--- config.mk ---
export PLATFORM = sky130hd
export DESIGN_NAME = md_unit
export DESIGN_NICKNAME = d
export VERILOG_FILES = /design/src/rtl/furv_pkg.sv /design/src/rtl/md_unit.sv
export SDC_FILE = /design/constraint.sdc
export NUM_CORES = 1
export LEC_CHECK = 0
export ABC_AREA = 1
export BUFFER_PORTS_ARGS = -buffer_cell sky130_fd_sc_hd__buf_2
export CAP_MARGIN = 10
export CORE_AREA = 2 2 200 222
export DETAILED_ROUTE_END_ITERATION = 7
export DIE_AREA = 0 0 202 224
export PLACE_DENSITY = 0.61
export SLEW_MARGIN = 20
export SYNTH_ARGS = -nofsm -noshare
export SYNTH_HDL_FRONTEND = slang
export SYNTH_SLANG_ARGS = --single-unit
--- constraint.sdc ---
create_clock -name clk -period 8.68 [get_ports clk]
set_clock_uncertainty 0.2 [all_clocks]
set_input_delay 0 -clock clk [delete_from_list [all_inputs] [get_ports clk]]
set_output_delay 0 -clock clk [all_outputs]
set_load 0.005 [all_outputs]
--- src/rtl/furv_pkg.sv ---
// Shared types and constants for the M-extension multiply/divide unit.
package furv_pkg;

    typedef enum logic [2:0] {
        MD_MUL    = 3'd0,
        MD_MULH   = 3'd1,
        MD_MULHSU = 3'd2,
        MD_MULHU  = 3'd3,
        MD_DIV    = 3'd4,
        MD_DIVU   = 3'd5,
        MD_REM    = 3'd6,
        MD_REMU   = 3'd7
    } md_op_e;

    typedef enum logic [1:0] {
        IDLE = 2'd0,
        CALC = 2'd1,
        DONE = 2'd2
    } md_state_e;

    // Most-negative two's complement value of a w-bit word (w <= 64).
    function automatic logic [63:0] most_neg(input int w);
        return 64'd1 << (w - 1);
    endfunction

endpackage

--- src/rtl/md_unit.sv ---
// Iterative RV32M multiply/divide: radix-2 shift-add multiply, restoring divide.
//
// state | meaning
// IDLE  | waiting for a request, in_ready = 1
// CALC  | one multiply/divide iteration per cycle, cnt = 0..WIDTH-1
// DONE  | result held in out with out_valid = 1 until out_ready
module md_unit
    import furv_pkg::*;
#(
    parameter int WIDTH = 32
) (
    input  logic             clk,
    input  logic             rst_n,
    input  logic             in_valid,
    output logic             in_ready,
    input  logic [2:0]       op,
    input  logic [WIDTH-1:0] ra,
    input  logic [WIDTH-1:0] rb,
    input  logic             flush,
    output logic             out_valid,
    input  logic             out_ready,
    output logic [WIDTH-1:0] out
);

    localparam int CW = $clog2(WIDTH) + 1;
    localparam logic [WIDTH-1:0] MIN_VAL = WIDTH'(most_neg(WIDTH));
    localparam logic [CW-1:0]    LAST_IT = CW'(WIDTH - 1);

    md_state_e          state;
    md_op_e             op_q;
    logic               neg_q;
    logic [WIDTH-1:0]   mag_op;
    logic [2*WIDTH-1:0] acc;
    logic [CW-1:0]      cnt;

    md_op_e             op_in;
    logic               a_sgn, b_sgn, a_neg, b_neg, is_div, is_rem;
    logic [WIDTH-1:0]   a_mag, b_mag, short_res;
    logic               div_zero, div_ovf;
    logic [WIDTH:0]     mul_sum, rem_sh, diff;
    logic [2*WIDTH-1:0] mul_nxt, div_nxt, acc_nxt, prod_fix;
    logic [WIDTH-1:0]   q_fix, r_fix, result;

    assign in_ready = (state == IDLE);

    always_comb begin
        op_in    = md_op_e'(op);
        a_sgn    = (op_in == MD_MULH) || (op_in == MD_MULHSU) ||
                   (op_in == MD_DIV)  || (op_in == MD_REM);
        b_sgn    = (op_in == MD_MULH) || (op_in == MD_DIV) || (op_in == MD_REM);
        a_neg    = a_sgn && ra[WIDTH-1];
        b_neg    = b_sgn && rb[WIDTH-1];
        a_mag    = a_neg ? -ra : ra;
        b_mag    = b_neg ? -rb : rb;
        is_div   = op[2];
        is_rem   = op[2] && op[1];
        div_zero = is_div && (rb == '0);
        div_ovf  = ((op_in == MD_DIV) || (op_in == MD_REM)) &&
                   (ra == MIN_VAL) && (rb == '1);
        if (div_zero)
            short_res = is_rem ? ra : '1;
        else
            short_res = is_rem ? '0 : ra;
    end

    // Multiply keeps the partial product in the upper half and the multiplier
    // in the lower half; divide keeps the partial remainder above the
    // dividend bits, which are replaced by quotient bits as they shift out.
    always_comb begin
        mul_sum  = {1'b0, acc[2*WIDTH-1:WIDTH]} + (acc[0] ? {1'b0, mag_op} : '0);
        mul_nxt  = {mul_sum, acc[WIDTH-1:1]};
        rem_sh   = acc[2*WIDTH-1:WIDTH-1];
        diff     = rem_sh - {1'b0, mag_op};
        if (diff[WIDTH])
            div_nxt = {rem_sh[WIDTH-1:0], acc[WIDTH-2:0], 1'b0};
        else
            div_nxt = {diff[WIDTH-1:0], acc[WIDTH-2:0], 1'b1};
        acc_nxt  = op_q[2] ? div_nxt : mul_nxt;
        prod_fix = neg_q ? -acc_nxt : acc_nxt;
        q_fix    = neg_q ? -acc_nxt[WIDTH-1:0] : acc_nxt[WIDTH-1:0];
        r_fix    = neg_q ? -acc_nxt[2*WIDTH-1:WIDTH] : acc_nxt[2*WIDTH-1:WIDTH];
        case (op_q)
            MD_MUL:          result = prod_fix[WIDTH-1:0];
            MD_DIV, MD_DIVU: result = q_fix;
            MD_REM, MD_REMU: result = r_fix;
            default:         result = prod_fix[2*WIDTH-1:WIDTH];
        endcase
    end

    always_ff @(posedge clk or negedge rst_n) begin
        if (!rst_n) begin
            state     <= IDLE;
            op_q      <= MD_MUL;
            neg_q     <= 1'b0;
            mag_op    <= '0;
            acc       <= '0;
            cnt       <= '0;
            out       <= '0;
            out_valid <= 1'b0;
        end else if (flush) begin
            state     <= IDLE;
            cnt       <= '0;
            out_valid <= 1'b0;
        end else begin
            case (state)
                IDLE: begin
                    if (in_valid) begin
                        op_q   <= op_in;
                        neg_q  <= is_rem ? a_neg : (a_neg ^ b_neg);
                        mag_op <= is_div ? b_mag : a_mag;
                        acc    <= {{WIDTH{1'b0}}, (is_div ? a_mag : b_mag)};
                        cnt    <= '0;
                        if (div_zero || div_ovf) begin
                            out       <= short_res;
                            out_valid <= 1'b1;
                            state     <= DONE;
                        end else begin
                            state <= CALC;
                        end
                    end
                end
                CALC: begin
                    acc <= acc_nxt;
                    cnt <= cnt + 1'b1;
                    if (cnt == LAST_IT) begin
                        out       <= result;
                        out_valid <= 1'b1;
                        cnt       <= '0;
                        state     <= DONE;
                    end
                end
                DONE: begin
                    if (out_ready) begin
                        out_valid <= 1'b0;
                        state     <= IDLE;
                    end
                end
                default: state <= IDLE;
            endcase
        end
    end

endmodule

### After elaboration in Yosys (flattened, before gate mapping)

Index checks and enable logic that the tools add are counted.

* flip-flop bits (word level): 141
* input bits: 72
* output and inout bits: 34
* logic and storage cells: 102

* $add $sub $neg: 8
* equality and inequality tests: 20
* muxes and demuxes: 37
* bitwise gates (word level): 2
* reduce and logical (&&, ||, !) cells: 27

Operator list (count)
* two-way mux 32 bit: 13
* two-way mux 64 bit: 4
* negation 32 bit: 4
* case mux 64 bit (2 select lines): 1
* case mux 32 bit (3 select lines): 1
* equality test 32 bit (second input constant): 2
* negation 64 bit: 1
* case mux 32 bit (2 select lines): 1
* adder 32 x 32 -> 33 bit: 1
* subtractor 33 x 32 -> 33 bit: 1
* zero test 32 bit: 1
* equality test 3 bit (second input constant): 6
* two-way mux 6 bit: 3
* case mux 6 bit (2 select lines): 1
* two-way mux 2 bit: 5
* AND reduction 5 bit: 2
* AND reduction 3 bit: 3
* logical OR 1 bit: 7
* adder 6 x 1 -> 6 bit (second input constant): 1
* equality test 6 x 5 -> 1 bit (second input constant): 1
* logical AND 1 bit: 6
* two-way mux 1 bit: 6
* inequality test 3 bit (second input constant): 2
* case mux 2 bit (3 select lines): 1
* other kinds (18): 20

### Longest topological paths before layout

Gate-level depths: netlist (run 1).

* word-level depth: 9
* mapped depth: 37
* mapped depth without buffers: 36

### Least setup slack after synthesis (run 1)

Ideal clock, no wire load.

* path kind: register to register
* start point: register acc[31]
* end point: register out[18]
* setup time: 122 ps
* arrival: 4143 ps
* required time: 8358 ps
* setup slack: 4216 ps
* cell stages (with the launch flop): 37
* path buffers: 1
* period minus slack after synthesis: 4464 ps
* cells stage by stage: dfrtp_1 > inv_1 > ha_1 > inv_1 > fa_1 > nand2_1 > nand2_1 > nand3_1 > nand2_1 > nand2_2 > nand2_4 > nand2_4 > nand3_2 > buf_4 > nand3_4 > nand2_4 > inv_2 > ha_1 > inv_1 > nor3_1 > nand2_1 > inv_1 > nand4_2 > nor4_2 > nand2_1 > nor2_1 > nor2_1 > inv_1 > nand2_1 > a21oi_4 > nand2_1 > nand2_1 > nand3_1 > nand2_1 > inv_1 > nand2_1 > a21oi_2

* cells in the longest elaborated chain, start to end: 8
* elaborated cells between the ends (all ways): 12
* classes of those cells: 4 x add/sub; 8 x mux

Ends and longest elaborated chain
* from (decl): RTL line md_unit.sv:33 `logic [2*WIDTH-1:0] acc;`
* from (signal assigned): RTL line md_unit.sv:111 `acc <= {{WIDTH{1'b0}}, (is_div ? a_mag : b_mag)};`
* from (signal assigned): RTL line md_unit.sv:123 `acc <= acc_nxt;`
* subtractor 33 x 32 -> 33 bit: RTL line md_unit.sv:73 `diff = rem_sh - {1'b0, mag_op};`
* two-way mux 64 bit: RTL line md_unit.sv:74 `if (diff[WIDTH])`
* two-way mux 64 bit (*): RTL line md_unit.sv:78 `acc_nxt = op_q[2] ? div_nxt : mul_nxt;`
* negation 64 bit, or another cell as far along: RTL line md_unit.sv:79 `prod_fix = neg_q ? -acc_nxt : acc_nxt;`
* two-way mux 64 bit, or another cell as far along: RTL line md_unit.sv:79
* case mux 32 bit (3 select lines) (*): RTL line md_unit.sv:82 `case (op_q)`
* two-way mux 32 bit (*): RTL line md_unit.sv:125 `if (cnt == LAST_IT) begin`
* case mux 32 bit (2 select lines) (*): RTL line md_unit.sv:105 `case (state)`
* to (signal assigned): RTL line md_unit.sv:114 `out <= short_res;`
* to (signal assigned): RTL line md_unit.sv:126 `out <= result;`
* to (decl): RTL line md_unit.sv:22 `output logic [WIDTH-1:0] out`

Mark *: on every way between the ends. The rest lies on a longest branch, timed or not. The select of a mux whose other input is x is not followed.
A chain may end at the register's enable or synchronous reset.

### Final worst setup path (run 1)

* start point: register acc[31]
* end point: register out[30]

The elaborated chain is that of the path after synthesis.

==> results of run 1 <==
## Yosys cell counts, types with 11 or more instances
master,number,area [um2]
o21ai_0,233,1166
nand2_1,900,3378
o221ai_1,19,166.4
nand3b_1,15,112.6
nand4_1,41,256.5
ha_1,73,913.4
xor2_1,74,648.1
o22ai_1,26,162.7
nor2_1,332,1246
o21ai_1,16,80.08
nand2_2,49,306.5
nor3_1,35,175.2
a21oi_1,208,1041
clkbuf_1,74,277.8
o211ai_1,27,202.7
nand3_1,280,1401
buf_1,11,41.29
dfrtp_1,141,3528
a22oi_1,11,82.58
xnor2_1,22,192.7
buf_2,17,85.08
nor2_2,17,106.4
inv_1,445,1670
## through the flow
step,instances,setup WS (ns),hold slack (ns),instance area [um2]
4_1_cts,3899,3.285,0.002394,20670
6_report,3899,3.168,-0.001196,20670
3_5_place_dp,3781,3.290,-0.07485,19230
2_1_floorplan,3186,4.216,-0.4956,18270
3_3_place_gp,3781,3.364,-0.07829,19230
5_1_grt,3899,2.673,0.05829,20670
## repair_timing
action | in CTS | in global routing
hold endpoints to repair | 164 | 0
hold buffers | 86 | 0
gates resized for setup | 0 | 0
buffers inserted | 0 | 0
## final timing paths
kind                                startpoint  depth (start not counted)  slack [ns]             endpoint
setup / recovery           acc[31]$_DFFE_PN0P_                         32        3.17  out[30]$_DFFE_PN0P_
hold / removal                           rst_n                          2      -0.001  out[29]$_DFFE_PN0P_
setup reg to reg           acc[31]$_DFFE_PN0P_                         32        3.17  out[30]$_DFFE_PN0P_
hold reg to reg            acc[15]$_DFFE_PN0P_                          2        0.32  acc[15]$_DFFE_PN0P_
max in group asynchronous                rst_n                          3        6.76  op_q[2]$_DFFE_PN0P_
min in group clk                        ra[16]                          5           0  out[16]$_DFFE_PN0P_
## metal layers
layer | up-vias | share of wire [%]
met2 | 1230 | 45
met1 | 10560 | 38
met3 | 282 | 8.4
met5 | - | 0
met4 | 0 | 8.7
li1 | 10560 | -
## registers in the layout, indices dropped and copies added, names as in the netlist
register	flops
acc	64
cnt	6
mag_op	32
neg_q	1
op_q	3
out	32
out_valid	1
state	2
## cells by family after synthesis
logic type,synth area share (%)
and+or+nand+nor,40.74
DFF,19.31
buffers and inverters,12.25
xor gates and xnor gates,4.602
adders and majority gates,5.328
AOI/OAI and AO/OA,17.77
## cell type report
class / count / share of cell area (%)
multi-input cells: 2474 / 60.53
clock inverters: 11 / 0.5690
inverters: 458 / 8.317
repair buffers: 220 / 7.791
well taps: 574 / 3.475
flip-flops and latches: 141 / 17.09
clock buffers: 21 / 2.228
## worst register-to-register path, delay by kind of cell, from the launching register on
family,cells,cell delay [ns]
flip-flops,1,0.38
AO/OA/AOI/OAI,1,0.18
adder cells (fa/ha/maj),3,0.74
buffers and inverters,7,0.74
AND/OR/NAND/NOR,21,3.21
==> run_results.csv, run 1 <==
group,metric,value,unit
synth,synth.yosys.seq_area_share,19.31,%
cells_and_area,layout.cells.most_common,"nand2_1",
routing,vias,22640,
synth,synth.distinct_cells,60,
cells_and_area,layout.filler_cells,4583,
critical_path,worstSetupStartpointType,"flop",
cells_and_area,layout_common_cells,"nand2_1, inv_1, nor2_1",
die,die_w,202,um
cts,h_tree_depth,4,
cts,cts.clk_slew.worst_paths,0.07,ns
timing,worst-slew-pin-transition,1.168,ns
timing,setup_viol,0,
timing,timing_max_transition_violations_final,0,
critical_path,cp_max_fo,11,
timing,worst_hold_slack,-0.001196,ns
placed_design,globalplace.congestion,1.049,
run_status,outcome,"complete, but fails checks",
global_route,grt_use_total,40.19,%
cts,cts_made_buffers,17,
cells_and_area,drive_above_1_share,8.602,%
synth,syn_area_per_cell,5.734,um2
timing,max-slew-margin-rel,22.07,%
die,design.portCount,106,
critical_path,worstPathBufferInverterCount,7,
global_route,first_pass_grt_wire_length,134100,um
critical_path,critical_path_class,"reg2reg",
cells_and_area,area_delta_synth_final,13.14,%
cts,cts_tree,"built",
global_route,grt_overflow_total,0,
global_route,met3_use_gr,7.259,%
cells_and_area,count_of_antenna_diodes_in_the_layout,0,
global_route,use_met2,65.05,%
synth,netlist_area,0.01827,mm2
synth,synth_seq_cells,141,
global_route,largest_net_degree_at_the_start_of_global_routing,84,
critical_path,critPathMaxStageDelay,0.40,ns
die,core_area,0.04294,mm2
timing,max_clock_freq,181.4,MHz
cells_and_area,layout.area.seq,0.003533,mm2
cells_and_area,multi_input_area,0.01251,mm2
placed_design,io_buffer_count,105,
routing,drt.antenna.violating_nets,0,
cts,cts.root.buffer_cell,"clkbuf_16",
critical_path,cpMaxStageDelayCell,"fa_1",
worst_hold_path,timing.hold.worst.class,"in2async",
routing,detail_routed_via_count_per_cell,5.806,
timing,setup_tns,0,ns
synth,synth_flop_cell,"dfrtp_1",
global_route,global_route.peak_usage_layer,"met2",
routing,drtPass1Iterations,6,
global_route,met1_usage,47.34,%
global_route,antenna_violations_before_repair,0,
run_status,failed_checks,"hold timing",
routing,detail_route.iter0.violations,2462,
die,floorplan.die_area,0.04525,mm2
global_route,vias_in_the_first_global_route,21280,
synth,synth-edff-count,0,
synth,async_reset_ff_share,100.0,%
cts,clk_latency,0.46,ns
timing,grt_setup_unrepaired,"false",
synth,synthesis.nets,3333,
critical_path,worst-endpoint-required,8.87,ns
cts,buffers_from_clock_root_to_sink_at_most,2,
synth,postSynthCellCount,3186,
cells_and_area,nNetsFinal,3459,
die,die_h,224,um
timing,finalHoldViolations,1,
timing,final.period_utilization,63.51,%
critical_path,end_kind,"flop",
placed_design,place.detailed.hpwl,74200,um
die,rows,80,
critical_path,timing.critical_path.arrival,5.70,ns
timing,min_cycle_time_layout,5.512,ns
die,floorplan.initialDensity,42.54,%
synth,synth.yosys.warnings,0,
critical_path,critPathTopFamily,"simple AND/OR/NAND/NOR gates",
routing,drc,0,
cts,sink_count,141,
cells_and_area,fin_util,48.14,%
routing,drt_wl_total,92760,um
routing,avgRoutedWirePerCell,23.79,um
run,cap_violations,0,
Power of run 1 is left out: the tool's default activity adds up to more than one toggle a clock period on the data nets, which glitch-free logic cannot reach.
==> run 2, diff against run 1 <==
- ABC_AREA: 1 -> 0
- CORE_AREA: 2 2 200 222 -> 2 2 191 212
- DIE_AREA: 0 0 202 224 -> 0 0 193 214
- clock period: 8.68 -> 5.7 ns (I/O delays scaled with it)
==> run 2 against run 1 <==
Net effect: the run now ends clean; non-clock buffer count rose by 132; via count decreased by 15%; critical path depth decreased by 11; count of clock-buffer cells in the layout shrank 2; sequential cell count unchanged; maximum frequency shrank 0.41%; synthesized cell count is 28% lower.
==> run_results.csv, run 2 <==
group,metric,value,unit
run_status,outcome,"completed",
global_route,first_pass_grt_wire_length,109000,um
die,design.portCount,106,
synth,synthesis.nets,2450,
cells_and_area,count_of_antenna_diodes_in_the_layout,0,
global_route,antenna_violations_before_repair,1,
cells_and_area,drive_above_1_share,16.32,%
routing,avgRoutedWirePerCell,23.49,um
cts,buffers_from_clock_root_to_sink_at_most,2,
synth,synth_top_cells_by_count,"nand2_1, o21ai_0, nor2_1, a21oi_1, dfrtp_1",
cells_and_area,largest_registers,"acc (64), mag_op (32), out (32)",
placed_design,cell_total_after_placement,2915,
cts,cts.clk_slew.worst_paths,0.07,ns
global_route,vias_in_the_first_global_route,18290,
routing,drt.antenna.violating_nets,0,
die,core_area,0.03899,mm2
routing,vias,19130,
cts,cts_tree,"built",
critical_path,critical_path_class,"reg2reg",
cells_and_area,instances_no_fill,3037,
synth,synth.yosys.seq_area_share,21.19,%
routing,drc,0,
synth,netlist_area,0.01665,mm2
critical_path,critical_path.cell_chain,"ha_1 > nand4_1 > nor3_2 > a22oi_2 > and3b_4 > a211o_1 > mux2_2 > a21oi_2 > inv_1 > ha_2 > nand2_1 > or2_4 > a2111oi_4 > a211oi_2 > or3b_4 > or3_4 > buf_4 > nor4_4 > mux2i_1 > o221ai_2 > o21a_1",
pwr,power.density_cell_area,760.7,mW/mm2
synth,post-synth-top-area-fraction,21.19,%
die,die_h,214,um
run,cap_violations,0,
timing,finalHoldViolations,0,
cts,sink_count,141,
cts,cts_made_buffers,17,
cts,h_tree_depth,4,
cts,cts.root.buffer_cell,"clkbuf_16",
cells_and_area,max_reg_flops,64,
synth,postSynthCellCount,2303,
cells_and_area,layout_common_cells,"nand2_1, o21ai_0, nor2_1",
die,floorplan.initialDensity,42.71,%
critical_path,critPathMaxStageDelay,0.43,ns
synth,syn_area_per_cell,7.231,um2
timing,final.period_utilization,97.10,%
timing,max_clock_freq,180.7,MHz
critical_path,cpMaxStageDelayCell,"or3b_4",
cells_and_area,nNetsFinal,2664,
critical_path,timing.critical_path.arrival,5.68,ns
placed_design,place.detailed.hpwl,55090,um
worst_hold_path,timing.hold.worst.class,"in2reg",
critical_path,cp_max_fo,4,
synth,synth-edff-count,0,
synth,yosysMostFrequentCell,"nand2_1",
synth,async_reset_ff_share,100.0,%
timing,min_cycle_time_layout,5.535,ns
synth,synth.yosys.warnings,0,
global_route,grt_overflow_total,0,
cells_and_area,layout.cells.most_common,"nand2_1",
die,die_w,193,um
timing,timing_max_transition_violations_final,0,
global_route,grt_use_total,34.45,%
timing,max-slew-margin-rel,26.95,%
synth,synth.top_cells.by_area,"dfrtp_1, o21ai_0, a21oi_1",
pwr,peakVddDrop,0.4031,mV
critical_path,worst-endpoint-required,5.85,ns
critical_path,end_kind,"flop",
global_route,largest_net_degree_at_the_start_of_global_routing,96,
cells_and_area,regMostFlops,"acc",
timing,setup_viol,0,
synth,synth.distinct_cells,101,
routing,drtPass1Iterations,6,
routing,drt_wl_total,71350,um
placed_design,io_buffer_count,105,
cells_and_area,area_delta_synth_final,20.62,%
timing,setup_tns,0,ns
synth,synth_seq_cells,141,
die,floorplan.die_area,0.04130,mm2
pwr,leakagePower,8.410,nW
critical_path,worstSetupStartpointType,"flop",
routing,detail_routed_via_count_per_cell,6.298,
timing,worst-slew-pin-transition,1.065,ns
cts,clk_latency,0.46,ns
routing,detail_route.iter0.violations,1898,
synth,synth_flop_cell,"dfrtp_1",
synth,netlist.top_cell.by_area,"dfrtp_1",
placed_design,globalplace.congestion,0.9946,
die,rows,76,
## run 2: cell types whose count changed after synthesis, sizes merged, moves of 23 or more
cell,change
xnor2,+66
nand3,-252
and2,+49
mux2i,+61
nand2,-690
a31oi,+32
clkbuf,+44
nor3,+24
nor2,-128
inv,-383
a22o,+23
a21o,+23
## run 2: final cells by class
cell class	count	area [um2]
multi-input combinational	1934	12430
fill	3862	18900
clock inverter	13	153.9
inverter	71	266.5
sequential	141	3536
tap	507	634.4
clock buffer	19	452.9
timing repair buffer	352	2614
## run 2: final timing paths
kind	from	end	slack, ns	depth (start not counted)
worst max-delay path	acc[62]$_DFFE_PN0P_	out[24]$_DFFE_PN0P_	0.17	21
worst min-delay path	rb[22]	mag_op[22]$_DFFE_PN0P_	0.03	5
worst max register to register	acc[62]$_DFFE_PN0P_	out[24]$_DFFE_PN0P_	0.17	21
worst min register to register	out[3]$_DFFE_PN0P_	out[3]$_DFFE_PN0P_	0.28	1
max in group asynchronous	rst_n	op_q[2]$_DFFE_PN0P_	3.30	4
min in group asynchronous	rst_n	acc[63]$_DFFE_PN0P_	0.45	3
## run 2: power breakdown
group | internal, mW | switching [mW] | leakage, nW
logic | 4.54 | 7.49 | 6.34
clock network | 0.678 | 0.518 | 0.286
registers | 1.46 | 0.584 | 1.79
## run 2: critical path: cells and delay by family, from the launching register on
| family | cells | cell delay (ns) |
|---|---|---|
| DFF | 1 | 0.41 |
| AOI/OAI and AO/OA | 7 | 1.17 |
| buffers and inverters | 2 | 0.28 |
| adders and majority gates | 2 | 0.51 |
| muxes | 2 | 0.54 |
| and+or+nand+nor | 8 | 2.32 |
## run 2: cell families after synthesis
family                   share of synthesized area, %
AND/OR/NAND/NOR                                 24.76
adder cells (fa/ha/maj)                         5.725
XOR/XNOR                                        8.205
multiplexers                                    4.952
flip-flops                                      21.19
AO/OA/AOI/OAI                                   29.65
buffers and inverters                           5.523
## run 2: what timing repair did
item,in CTS,in global routing
hold endpoints to repair,166,0
resized for setup,2,31
hold buffers,82,0
pin swaps,0,12
buffers inserted,0,8
setup endpoints to repair,1,20
## run 2: per-layer routing
layer	GRT usage [%]	part of all wire, %	up-vias
met5	0	0	-
met4	18.89	6.1	0
met3	4.227	6.7	197
met2	55.87	46	896
met1	44.23	41	9167
li1	-	-	8868
## run 2: per-stage QoR
step	power (mW)	hold slack (ns)	utilization, %	worst slack (ns)	cell area (um2)
2_1_floorplan	9.341	-0.4956	-	0.01564	16760
6_report	15.28	0.03283	51.52	0.1650	20090
3_3_place_gp	13.37	-0.09989	47.36	0.09821	18460
4_1_cts	14.77	0.004226	51.08	0.0004396	19910
5_1_grt	16.25	0.08092	51.52	-0.008913	20090
3_5_place_dp	13.41	-0.09302	47.36	-0.01328	18460
No activity file was read; power rests on OpenSTA's default activity.
